### config.mk
export PLATFORM = sky130hd
export DESIGN_NAME = rtc_bus_arbiter
export DESIGN_NICKNAME = d
export VERILOG_FILES = /design/src/rtl/rtc_bus_arbiter.sv
export SDC_FILE = /design/constraint.sdc
export NUM_CORES = 1
export LEC_CHECK = 0
export BUFFER_PORTS_ARGS = -buffer_cell sky130_fd_sc_hd__buf_2
export CAP_MARGIN = 20
export CORE_MARGIN = 1.5
export CORE_UTILIZATION = 53
export CTS_BUF_LIST = sky130_fd_sc_hd__clkbuf_8
export DETAILED_ROUTE_END_ITERATION = 6
export GPL_ROUTABILITY_DRIVEN = 0
export PLACE_DENSITY_LB_ADDON = 0.05
export SLEW_MARGIN = 20
export SYNTH_ARGS = -nofsm -noshare
export SYNTH_HDL_FRONTEND = slang
export SYNTH_SLANG_ARGS = --single-unit
### constraint.sdc
create_clock -name clk -period 2.55 [get_ports clk]
set_input_delay 0.3825 -clock clk [delete_from_list [all_inputs] [get_ports clk]]
set_output_delay 0.3825 -clock clk [all_outputs]
set_load 0.005 [all_outputs]
### src/rtl/rtc_bus_arbiter.sv
// rtc_bus_arbiter: fixed-priority (init > wr > rd) owner of the RTC multiplexed AD bus
// Ports: clk, reset (async, active-low)
//   requesters : req_/addr_/data_ init, wr; req_rd/addr_rd; grant[2:0]={rd,wr,init}, busy, done, rd_data, rd_valid
//   RTC pins   : cs_n, ad_n, wr_n, rd_n, bus_out, bus_oe, bus_in
module rtc_bus_arbiter #(
    parameter int T_SU  = 2,
    parameter int T_PW  = 4,
    parameter int T_H   = 2,
    parameter int T_REC = 4
) (
    input  logic       clk,
    input  logic       reset,
    input  logic       req_init,
    input  logic [7:0] addr_init,
    input  logic [7:0] data_init,
    input  logic       req_wr,
    input  logic [7:0] addr_wr,
    input  logic [7:0] data_wr,
    input  logic       req_rd,
    input  logic [7:0] addr_rd,
    output logic [2:0] grant,
    output logic       busy,
    output logic       done,
    output logic [7:0] rd_data,
    output logic       rd_valid,
    output logic       cs_n,
    output logic       ad_n,
    output logic       wr_n,
    output logic       rd_n,
    output logic [7:0] bus_out,
    output logic       bus_oe,
    input  logic [7:0] bus_in
);
    typedef enum logic [3:0] {IDLE, A_SU, A_PW, A_H, D_SU, D_PW, D_H, REC, DONE} state_t;

    // counter reload values: a state lasts reload+1 cycles, zero-length timings stretch to one cycle
    localparam logic [7:0] L_SU  = (T_SU  < 1) ? 8'd0 : 8'(T_SU  - 1);
    localparam logic [7:0] L_PW  = (T_PW  < 1) ? 8'd0 : 8'(T_PW  - 1);
    localparam logic [7:0] L_H   = (T_H   < 1) ? 8'd0 : 8'(T_H   - 1);
    localparam logic [7:0] L_REC = (T_REC < 1) ? 8'd0 : 8'(T_REC - 1);

    state_t     state, state_n;
    logic [7:0] cnt, cnt_n, addr_q, addr_n, data_q, data_n, rd_data_n, bus_out_n;
    logic [2:0] grant_n;
    logic       cs_n_n, ad_n_n, wr_n_n, rd_n_n, bus_oe_n, busy_n, done_n, rd_valid_n;
    logic       addr_ph, data_ph, rd_t;

    always_ff @(posedge clk or negedge reset) begin
        if (!reset) begin
            state    <= IDLE;
            cnt      <= 8'd0;
            addr_q   <= 8'd0;
            data_q   <= 8'd0;
            grant    <= 3'b000;
            rd_data  <= 8'd0;
            busy     <= 1'b0;
            done     <= 1'b0;
            rd_valid <= 1'b0;
            cs_n     <= 1'b1;
            ad_n     <= 1'b1;
            wr_n     <= 1'b1;
            rd_n     <= 1'b1;
            bus_out  <= 8'd0;
            bus_oe   <= 1'b0;
        end else begin
            state    <= state_n;
            cnt      <= cnt_n;
            addr_q   <= addr_n;
            data_q   <= data_n;
            grant    <= grant_n;
            rd_data  <= rd_data_n;
            busy     <= busy_n;
            done     <= done_n;
            rd_valid <= rd_valid_n;
            cs_n     <= cs_n_n;
            ad_n     <= ad_n_n;
            wr_n     <= wr_n_n;
            rd_n     <= rd_n_n;
            bus_out  <= bus_out_n;
            bus_oe   <= bus_oe_n;
        end
    end

    // cnt is zero whenever a state is ready to advance; IDLE and DONE always sit at zero
    always_comb begin
        state_n   = state;
        cnt_n     = (cnt != 8'd0) ? cnt - 8'd1 : cnt;
        grant_n   = grant;
        addr_n    = addr_q;
        data_n    = data_q;
        rd_data_n = rd_data;
        if (cnt == 8'd0) begin
            case (state)
                IDLE: if (req_init || req_wr || req_rd) begin
                    state_n = A_SU;
                    cnt_n   = L_SU;
                    grant_n = req_init ? 3'b001 : req_wr ? 3'b010 : 3'b100;
                    addr_n  = req_init ? addr_init : req_wr ? addr_wr : addr_rd;
                    data_n  = req_init ? data_init : req_wr ? data_wr : 8'd0;
                end
                A_SU: begin state_n = A_PW; cnt_n = L_PW;  end
                A_PW: begin state_n = A_H;  cnt_n = L_H;   end
                A_H:  begin state_n = D_SU; cnt_n = L_SU;  end
                D_SU: begin state_n = D_PW; cnt_n = L_PW;  end
                D_PW: begin
                    state_n   = D_H;
                    cnt_n     = L_H;
                    rd_data_n = grant[2] ? bus_in : rd_data;
                end
                D_H:  begin state_n = REC;  cnt_n = L_REC; end
                REC:  state_n = DONE;
                DONE: begin state_n = IDLE; grant_n = 3'b000; end
                default: state_n = IDLE;
            endcase
        end
        // outputs are decoded from the next state so the pins come straight off flops
        addr_ph    = state_n inside {A_SU, A_PW, A_H};
        data_ph    = state_n inside {D_SU, D_PW, D_H};
        rd_t       = grant_n[2];
        cs_n_n     = !(addr_ph || data_ph);
        ad_n_n     = !addr_ph;
        wr_n_n     = !(state_n == A_PW || (state_n == D_PW && !rd_t));
        rd_n_n     = !(state_n == D_PW && rd_t);
        bus_oe_n   = addr_ph || (data_ph && !rd_t);
        bus_out_n  = addr_ph ? addr_n : (data_ph && !rd_t) ? data_n : 8'd0;
        busy_n     = state_n != IDLE;
        done_n     = state_n == DONE;
        rd_valid_n = done_n && rd_t;
    end
endmodule

# Yosys cells after proc, flatten, opt, wreduce, memory -nomap -nowiden

Cells that the tools add are included.

Add/subtract/negate cells: 1
Equal/unequal tests: 16
Multiplexer cells: 24
Reduce and logical (&&, ||, !) cells: 25

Operators by type and width:

| kind                  | count |
|---|---|
| $mux W8               | 15 |
| $pmux W4 S8           | 1 |
| $eq A4 B3 Y1 const B  | 7 |
| $pmux W8 S3           | 1 |
| $eq A4 B2 Y1 const B  | 4 |
| $mux W3               | 4 |
| $eq A4 B1 Y1 const B  | 2 |
| $eq A4 B4 Y1 const B  | 2 |
| $logic_not A8 Y1      | 1 |
| $mux W4               | 2 |
| $reduce_bool A8 Y1    | 1 |
| $sub A8 B1 Y8 const B | 1 |
| $pmux W3 S2           | 1 |
| $reduce_and A3 Y1     | 2 |
| $reduce_bool A3 Y1    | 2 |
| $reduce_or A3 Y1      | 2 |
| $logic_not A1 Y1      | 5 |
| $logic_or A1 B1 Y1    | 5 |
| $logic_and A1 B1 Y1   | 4 |
| $logic_not A4 Y1      | 1 |
| $reduce_bool A4 Y1    | 1 |
| $ne A2 B2 Y1 const B  | 1 |
| $reduce_bool A2 Y1    | 1 |

Register bits after elaboration: 55
Input bits: 53
Output and inout port bits: 27
Word-level logic and storage cells: 82

# Logic depth before layout (Yosys ltp)

Gate-level depths: netlist (run 1).

Depth in word-level cells: 10
Depth in mapped cells: 8
Depth with buffers taken out: 7

# Worst setup path before layout (run 1)

No wires, ideal clock.

Kind: register to register
Start point: register cnt[1]
End point: register rd_data[0]
Library setup time: 0.125 ns
Arrival: 1.912 ns
Data required time: 2.425 ns
Setup slack: 0.513 ns
Cell stages (with the launch flop): 9
Buffers on the path: 1
Period minus slack after synthesis: 2.037 ns
Cell sequence: dfrtp_1 > inv_1 > ha_1 > nor4b_4 > nand2_2 > nor2_1 > and3_1 > buf_4 > mux2_2

Longest elaborated chain between the ends: 2

RTL lines:

| element                     | line | source |
|---|---|---|
| start, declared             | 43   | `logic [7:0] cnt, cnt_n, addr_q, addr_n, data_q, data_n, rd_data_n, bus_out_n;` |
| start signal, assigned      | 67   | `cnt <= cnt_n;` |
| $logic_not A8 Y1            | 92   | `if (cnt == 8'd0) begin` |
| $reduce_and A3 Y1 (no line) | --   |  |
| end signal, assigned        | 71   | `rd_data <= rd_data_n;` |
| end, declared               | 24   | `output logic [7:0] rd_data,` |

Every way passes these cells.
A chain may end at the register's enable or synchronous reset.

# Worst setup path in the final report (run 1)

Start point: register cnt[1]
End point: register bus_out[4]

Longest elaborated chain between the ends: 7
Elaborated cells on any way between the ends: 17
Classes of those cells: eq/ne: 6; mux: 6; reduce/logical: 5

RTL lines:

| element              | line | source |
|---|---|---|
| $logic_not A8 Y1 (*) | 92   |  |
| $mux W4              | 92   |  |
| $eq A4 B3 Y1         | 118  | `data_ph = state_n inside {D_SU, D_PW, D_H};` |
| $reduce_bool A3 Y1   | 118  |  |
| $logic_and A1 B1 Y1  | 125  | `bus_out_n = addr_ph ? addr_n : (data_ph && !rd_t) ? data_n : 8'd0;` |
| $mux W8              | 125  |  |
| $mux W8 (*)          | 125  |  |
| net bus_out_n[4]     | 43   |  |
| end signal, assigned | 79   | `bus_out <= bus_out_n;` |
| end, declared        | 30   | `output logic [7:0] bus_out,` |

The timed path passes the listed nets; every way through them passes the cells marked *.

==> flow_summary.yaml, run 1 <==
place:
  dpl.hpwl_mm: 3.90
  dp_cells: 383
  place_ws_ns: 0.0580
  place_area_um2: 3130
  io_buffers: 79
worst_setup_path:
  end_kind: "register"
  required_ns: 2.70
  worstReg2RegStart: "cnt[1]"
  rr_endpoint: "bus_out[4]"
  cp-start-kind: "register"
  worstPathCellList: "inv_1 -> ha_1 -> nor4b_4 -> buf_4 -> nand4b_4 -> a221o_1 -> o21ai_0 -> o22ai_1"
  critPathSlowestCell: "dfrtp_1"
  path_max_fanout: 24
  cpPeakStageDelay_ns: 0.43
  reg2reg_depth: 8
  ff2ff_setup_slack_ns: 0.20
  crit_start: "cnt[1]"
  worst-setup-path-type: "register to register"
  critPathArrivalTime_ns: 2.50
  worstSetupEndpoint: "bus_out[4]"
synthesis:
  synthArstFlopShare_pct: 100
  syn_inst: 246
  synthesis.nets: 300
  synth_adder_area_share_pct: 0.472
  ys_ff_latch: 55
  synth.most_common_cell: "dfrtp_1"
  avgSynthCellArea_um2: 10.8
  synth-seq-area-share_pct: 52.1
  synth_top_family_by_area: "compound AO/OA/AOI/OAI gates"
  synth_compound_area_share_pct: 16.8
  yosys.cell_types.count: 46
  synthXorXnorAreaFrac_pct: 0.661
  yosys.area.top_type_share_pct: 48.1
  synth_common_cells: "51 x dfrtp_1, 21 x inv_1, 19 x a21oi_1, 19 x nor2_1, 16 x mux2_2"
  ys_top_cells_by_area: "dfrtp_1 48%, mux2_2 6.8%, dfstp_2 4.0%, a21oi_1 3.6%, mux2i_1 3.4%"
  yosys.area.top_type: "dfrtp_1"
  ys_warn_count: 0
  syn_area_um2: 2650
  muxShareOfSynthArea_pct: 10.6
  synth-edff-count: 0
  synthFlopType: "dfrtp_1"
  synthSimpleGateAreaFrac_pct: 13.5
timing:
  max_freq_ghz: 0.426
  slew_headroom_pct: 39.5
  finalWorstSetupSlack_ns: 0.203
  worstMarginPinSlew_ns: 0.906
  clock_skew_ns: 0.0121
  finalSetupViolations: 0
  post-route-min-period_ns: 2.35
  fin_crit_sh_pct: 92.0
  slew_violations: 0
  hold_viol_final: 0
die:
  io_pins: 80
  fp.dieW_um: 73.7
  dieArea_um2: 5440
  placementRows: 25
  fp.dieH_um: 73.7
  core_um2: 4790
  initial_core_util_pct: 55.4
final_layout:
  nFillCells: 395
  final_nets: 379
  drive_above_1_share_pct: 39.3
  ff_latch_area_um2: 1380
  antennaDiodeCount: 0
  area_growth_syn_to_layout_pct: 22.9
  layout.cells.non_filler: 393
  multi_input_area_um2: 1140
  stdcell_area_um2: 3260
  final_core_util_pct: 68.1
clock_network:
  clkTransAtPathRegs_ns: 0.10
  clock_latency_ns: 0.30
  clock-sinks: 55
  cts_tree: "done"
  cts-root-buf: "clkbuf_8"
  clock_path_buffers: 2
  cts_made_buffers: 5
  htreeDepth: 2
drt:
  antenna_left: 0
  route.detailed.drc: 0
  wire_per_inst_um: 14.6
  vias: 2128
  dr.first_iter.drc_count: 103
  avgViaCountPerCell: 5.41
  drtPass1Iterations: 4
  drt-total-wl_mm: 5.72
global_routing:
  grt_pass1_wl_mm: 9.45
  track_usage_pct: 22.8
  grt.overflow.total: 0
  grt_start_max_net_pins: 56
  first_global_vias: 1998
  antenna_found_initial: 0
power_and_ir_drop:
  ir_worst_vdd_v: 0.000657
  p_sw_w: 0.00112
  p_leak_nw: 1.67
  swShare_pct: 36.7
  total_power_w: 0.00304
  pwr-share-comb_pct: 38.5
  p_int_w: 0.00193
  pwr-share-seq_pct: 46.1
  pwr_density_cell_nw_per_um2: 933
  power_frac_clock_pct: 15.4
min_path:
  hold_path_class: "input port to async pin"
run_status:
  status: "complete, no violations"
job:
  cap_violations: 0
-- cell families (layout without fill, tap and decap cells) --
group,count (synthesis),in the layout
multiplexers,26,26
AND/OR/NAND/NOR,60,60
buffers and inverters,38,118
AO/OA/AOI/OAI,64,64
flip-flops,55,55
adder cells (fa/ha/maj),1,1
XOR/XNOR,2,2
-- how the worst min path moves through the flow --
stage / from / endpoint / depth (start not counted)
floorplan: reset / addr_q[0] / 0
global placement: reset / addr_q[1] / 2
detailed placement: reset / data_q[1] / 2
CTS: reset / done / 2
global route: reset / data_q[1] / 2
finish: reset / data_q[1] / 2
-- state kept, by name, summed over array words and instances, names as in the netlist, 3 cells and up --
signal   cells
data_q       8
grant        3
cnt          8
addr_q       8
bus_out      8
state        4
rd_data      8
-- area by class of cell --
type                       instances  area share [%]
clock buffer                       5            2.11
inverter                          21            2.42
clock inverter                     3           0.576
timing repair buffer              89            14.8
tap                               67            2.57
sequential                        55            42.4
multi-input combinational        153            35.1
-- through the flow --
stage	hold slack, ns	setup TNS (ns)
after floorplan	0.0869	0
after global placement	0.394	0
after detailed placement	0.397	0
after CTS	0.0624	0
after global routing	0.0764	-0.00707
final	0.0564	0
-- metal layers --
metal	track usage [%]	up-vias	wire, um
met5	0	-	0
met4	6.38	0	45
met3	5.08	4	316
met2	35.1	61	2740
met1	32.6	1026	2620
li1	-	1037	-
-- power by group through the flow --
stage          combinational [W]  sequential [W]  clock (W)
5_1_grt                  0.00132         0.00144   0.000521
3_3_place_gp             0.00111         0.00142          0
2_1_floorplan           0.000745         0.00140          0
6_report                 0.00117         0.00140   0.000468
3_5_place_dp             0.00113         0.00141          0
4_1_cts                  0.00114         0.00140   0.000485
-- worst max-delay path: cells and delay by family (launching register included) --
family	cells	cell delay [ns]
and+or+nand+nor	2	0.67
buffers and inverters	2	0.30
DFF	1	0.43
AOI/OAI and AO/OA	3	0.59
adders and majority gates	1	0.21
-- placed cells by master, fill, tap and decap left out, types with 3 or more instances in the layout --
cell / n
a21o_1: 3
a21oi_1: 19
a221o_1: 8
a22o_1: 4
buf_2: 79
buf_4: 9
clkbuf_8: 5
dfrtp_1: 51
dfstp_2: 4
inv_1: 21
mux2_2: 16
mux2i_1: 9
nand2_1: 6
nand3_1: 3
nor2_1: 19
nor3_1: 9
o21ai_0: 11
o22ai_1: 8
-- repair_timing --
action | CTS | global route
buffers inserted | 0 | 2
endpoints found under the setup margin | 0 | 21
resized for setup | 0 | 3
hold buffers | 0 | 0
Power figures use the tool's default switching activity.
==> inputs of run 2 (changes only) <==
--- a/config.mk
+++ b/config.mk
@@ -6,7 +6,7 @@
 export NUM_CORES = 1
 export LEC_CHECK = 0
 export BUFFER_PORTS_ARGS = -buffer_cell sky130_fd_sc_hd__buf_2
-export CAP_MARGIN = 20
+export CAP_MARGIN = 30
 export CORE_MARGIN = 1.5
 export CORE_UTILIZATION = 53
 export CTS_BUF_LIST = sky130_fd_sc_hd__clkbuf_8
==> constraint.sdc (replaced) <==
create_clock -name clk -period 2.6 [get_ports clk]
set_input_delay 0.39 -clock clk [delete_from_list [all_inputs] [get_ports clk]]
set_output_delay 0.39 -clock clk [all_outputs]
set_load 0.005 [all_outputs]
==> flow_summary.yaml, run 2 (synthesized netlist as in run 1, its figures left out) <==
die:
  fp.dieW_um: 73.7
  fp.dieH_um: 73.7
  initial_core_util_pct: 55.4
  core_um2: 4790
  io_pins: 80
  dieArea_um2: 5440
  placementRows: 25
drt:
  vias: 2106
  drtPass1Iterations: 4
  antenna_left: 0
  wire_per_inst_um: 14.4
  route.detailed.drc: 0
  drt-total-wl_mm: 5.66
  dr.first_iter.drc_count: 151
  avgViaCountPerCell: 5.36
timing:
  fin_setup_tns_ns: 0
  post-route-min-period_ns: 2.36
  slew_headroom_pct: 39.3
  slew_violations: 0
  max_freq_ghz: 0.424
  finalSetupViolations: 0
  fin_crit_sh_pct: 90.7
  hold_viol_final: 0
  clock_skew_ns: 0.0122
  worstMarginPinSlew_ns: 0.910
  rsz0062_at_grt: "false"
worst_setup_path:
  crit_start: "cnt[1]"
  end_kind: "register"
  required_ns: 2.74
  rr_endpoint: "bus_out[7]"
  critPathArrivalTime_ns: 2.50
  cp-start-kind: "register"
  worstReg2RegStart: "cnt[1]"
  worst-setup-path-type: "register to register"
  critPathSlowestCell: "o221ai_2"
  path_max_fanout: 14
  worstPathCellList: "inv_1 -> ha_1 -> nor4b_4 -> and4b_4 -> nor3_1 -> o221ai_2 -> o22ai_1"
  cpPeakStageDelay_ns: 0.46
  reg2reg_depth: 7
  ff2ff_setup_slack_ns: 0.24
global_routing:
  first_global_vias: 2063
  track_usage_pct: 22.5
  grt_start_max_net_pins: 56
  antenna_found_initial: 0
  grt_pass1_wl_mm: 9.34
  grt.overflow.total: 0
power_and_ir_drop:
  p_leak_nw: 1.65
  total_power_w: 0.00295
  ir_worst_vdd_v: 0.000676
  p_sw_w: 0.00108
  pwr_density_cell_nw_per_um2: 916
  p_int_w: 0.00187
  swShare_pct: 36.5
  pwr-share-seq_pct: 46.6
  pwr-share-comb_pct: 37.6
  power_frac_clock_pct: 15.8
clock_network:
  clock_path_buffers: 2
  cts_tree: "done"
  cts-root-buf: "clkbuf_8"
  clkTransAtPathRegs_ns: 0.09
  cts_made_buffers: 5
  cts_setup_buffers: 0
  post_cts_resized: 0
  htreeDepth: 2
  clock-sinks: 55
  clock_latency_ns: 0.31
  cts_hold_buf: 0
final_layout:
  area_growth_syn_to_layout_pct: 21.4
  drive_above_1_share_pct: 39.0
  final_common_cell: "buf_2"
  most-common-layout-cells: "79 x buf_2, 51 x dfrtp_1, 22 x inv_1"
  stdcell_area_um2: 3220
  final_nets: 379
  nFillCells: 390
  antennaDiodeCount: 0
place:
  place_area_um2: 3130
  io_buffers: 79
  dpl.hpwl_mm: 3.88
run_status:
  status: "complete, no violations"
job:
  cap_violations: 0
min_path:
  hold_path_class: "input port to async pin"
[run 2: worst max path at each step]
stage	endpoint	slack [ns]	cells after the start
after floorplan	rd_data[0]	0.56	8
after global placement	bus_out[7]	0.33	7
after detailed placement	bus_out[5]	0.27	7
after CTS	bus_out[7]	0.26	7
after global routing	bus_out[7]	0.05	7
final	bus_out[7]	0.24	7
[run 2: metrics by stage]
stage | std cells | setup slack [ns] | util (%) | hold slack (ns)
finish | 393 | 0.243 | 67.3 | 0.198
global route | 393 | 0.0527 | 67.3 | 0.263
CTS | 393 | 0.258 | 67.3 | 0.220
detailed placement | 385 | 0.266 | 65.4 | 0.458
global placement | 385 | 0.330 | 65.4 | 0.452
floorplan | 246 | 0.563 | - | 0.0944
[run 2: metal layers]
metal  track usage (%)  vias up  part of all wire (%)
met4              5.97        0                  0.90
met3              4.80        5                   4.4
li1                  -     1038                     -
met1              30.7     1007                    48
met5                 0        -                     0
met2              36.4       56                    47
[run 2: power groups by stage]
stage	combinational, W	clock (W)	sequential [W]
final	0.00111	0.000466	0.00137
after global routing	0.00124	0.000515	0.00141
after CTS	0.00111	0.000484	0.00138
after detailed placement	0.00111	0	0.00139
after global placement	0.00108	0	0.00138
after floorplan	0.000731	0	0.00137
[run 2: final cells by class]
class / count / area (um^2) / share of cell area (%)
clock inverters: 3 / 20.0 / 0.622
repair buffers: 89 / 470 / 14.6
multi-input cells: 153 / 1120 / 34.7
clock buffers: 5 / 68.8 / 2.14
well taps: 67 / 83.8 / 2.60
flip-flops and latches: 55 / 1380 / 42.9
inverters: 21 / 78.8 / 2.45
[run 2: critical path: cells and delay by family, from the launching register on]
family,cells,cell delay (ns)
DFF,1,0.43
and+or+nand+nor,3,0.85
AOI/OAI and AO/OA,2,0.63
adders and majority gates,1,0.19
buffers and inverters,1,0.09
==> inputs of run 3 (changes only) <==
--- a/config.mk
+++ b/config.mk
@@ -5,7 +5,7 @@
 export SDC_FILE = /design/constraint.sdc
 export NUM_CORES = 1
 export LEC_CHECK = 0
-export BUFFER_PORTS_ARGS = -buffer_cell sky130_fd_sc_hd__buf_2
+export BUFFER_PORTS_ARGS = -buffer_cell sky130_fd_sc_hd__buf_4
 export CAP_MARGIN = 30
 export CORE_MARGIN = 1.5
 export CORE_UTILIZATION = 53
==> flow_summary.yaml, run 3 (synthesized netlist as in run 1, its figures left out) <==
run_status:
  status: "complete, no violations"
timing:
  slew_headroom_pct: 46.7
  slew_violations: 0
  rsz0062_at_grt: "false"
  max_freq_ghz: 0.431
  fin_setup_tns_ns: 0
  hold_viol_final: 0
  finalSetupViolations: 0
  worstMarginPinSlew_ns: 0.799
  clock_skew_ns: 0.00694
  fin_crit_sh_pct: 89.3
  post-route-min-period_ns: 2.32
global_routing:
  grtUsageMet1_pct: 34.3
  antenna_found_initial: 0
  use_met3_pct: 5.35
  grt_start_max_net_pins: 56
  grt_pass1_wl_mm: 9.78
  grt.overflow.total: 0
  track_usage_pct: 23.9
  first_global_vias: 2080
  grt_use_met2_pct: 36.0
  top_usage_layer: "met2"
power_and_ir_drop:
  ir_worst_vdd_v: 0.000447
  total_power_w: 0.00304
  p_leak_nw: 1.68
  pwr_density_cell_nw_per_um2: 895
drt:
  wire_per_inst_um: 15.2
  vias: 2136
  drt-total-wl_mm: 5.93
  dr.first_iter.drc_count: 99
  route.detailed.drc: 0
  drtPass1Iterations: 4
  avgViaCountPerCell: 5.48
  antenna_left: 0
worst_setup_path:
  rr_endpoint: "bus_out[6]"
  reg2reg_depth: 7
  cp.depth: 7
  path_max_fanout: 14
  critPathArrivalTime_ns: 2.49
  worstReg2RegStart: "cnt[1]"
  worstPathCellList: "inv_1 -> ha_1 -> nor4b_4 -> and4b_4 -> nor3_1 -> o221ai_2 -> o22ai_1"
  worst-setup-path-type: "register to register"
  end_kind: "register"
  critPathSlowestCell: "dfrtp_1"
  cpLargestDelayFamily: "simple AND/OR/NAND/NOR gates"
  worstSetupEndpoint: "bus_out[6]"
  ff2ff_setup_slack_ns: 0.28
  cp-start-kind: "register"
  required_ns: 2.76
  cpPeakStageDelay_ns: 0.43
  crit_buf_inv: 1
  crit_start: "cnt[1]"
clock_network:
  clock-sinks: 55
  post_cts_resized: 0
  cts-root-buf: "clkbuf_8"
  clkTransAtPathRegs_ns: 0.10
  cts_hold_buf: 0
  clock_path_buffers: 2
  cts_setup_buffers: 0
  clock_latency_ns: 0.31
  htreeDepth: 2
  cts_made_buffers: 5
  cts_tree: "done"
place:
  io_buffers: 79
  dpl.hpwl_mm: 4.20
job:
  cap_violations: 0
die:
  fp.dieW_um: 73.7
  initial_core_util_pct: 55.4
  placementRows: 25
  dieArea_um2: 5440
  fp.dieH_um: 73.7
  core_um2: 4790
  io_pins: 80
final_layout:
  drive_above_1_share_pct: 38.7
  final_common_cell: "buf_4"
  ff_latch_area_um2: 1380
  multi_input_area_um2: 1120
  area_growth_syn_to_layout_pct: 28.2
  final_nets: 376
  most-common-layout-cells: "86 x buf_4, 51 x dfrtp_1, 21 x inv_1"
  nFillCells: 370
  antennaDiodeCount: 0
min_path:
  hold_path_class: "input port to async pin"
## run 3: cell count changes in the layout (fill, tap and decap cells not counted)
cell        delta
clkinvlp_4     +1
buf_4         +76
buf_2         -79
inv_1          -1
## run 3: how the worst min path moves through the flow
stage | startpoint | end | cells after the start
global route | reset | rd_data[0] | 1
global placement | addr_q[2] | addr_q[2] | 2
detailed placement | addr_q[2] | addr_q[2] | 2
CTS | reset | state[1] | 1
floorplan | reset | addr_q[0] | 0
finish | reset | addr_q[1] | 1
## run 3: per-layer routing
layer,wire (um),vias up
li1,-,1038
met1,2730,1033
met2,2830,57
met3,282,8
met4,93,0
met5,0,-
## run 3: area by class of cell
cell class	count	share of cell area [%]
clock buffers	5	2.03
repair buffers	86	19.0
inverters	21	2.32
multi-input cells	153	32.8
well taps	67	2.47
clock inverters	3	0.700
flip-flops and latches	55	40.6
## run 3: where the power goes
group	internal, W	switching (W)	total (W)
clock	0.000193	0.000287	0.000480
sequential	0.00120	0.000184	0.00138
combinational	0.000565	0.000614	0.00118
## run 3: per-stage QoR
stage | util [%] | instances | cell area (um^2) | setup slack (ns) | hold WS (ns)
4_1_cts | 71.0 | 390 | 3400 | 0.272 | 0.138
3_5_place_dp | 69.1 | 382 | 3310 | 0.268 | 0.462
6_report | 71.0 | 390 | 3400 | 0.277 | 0.113
5_1_grt | 71.0 | 390 | 3400 | 0.0251 | 0.175
2_1_floorplan | - | 246 | 2650 | 0.563 | 0.0944
3_3_place_gp | 69.1 | 382 | 3310 | 0.339 | 0.452
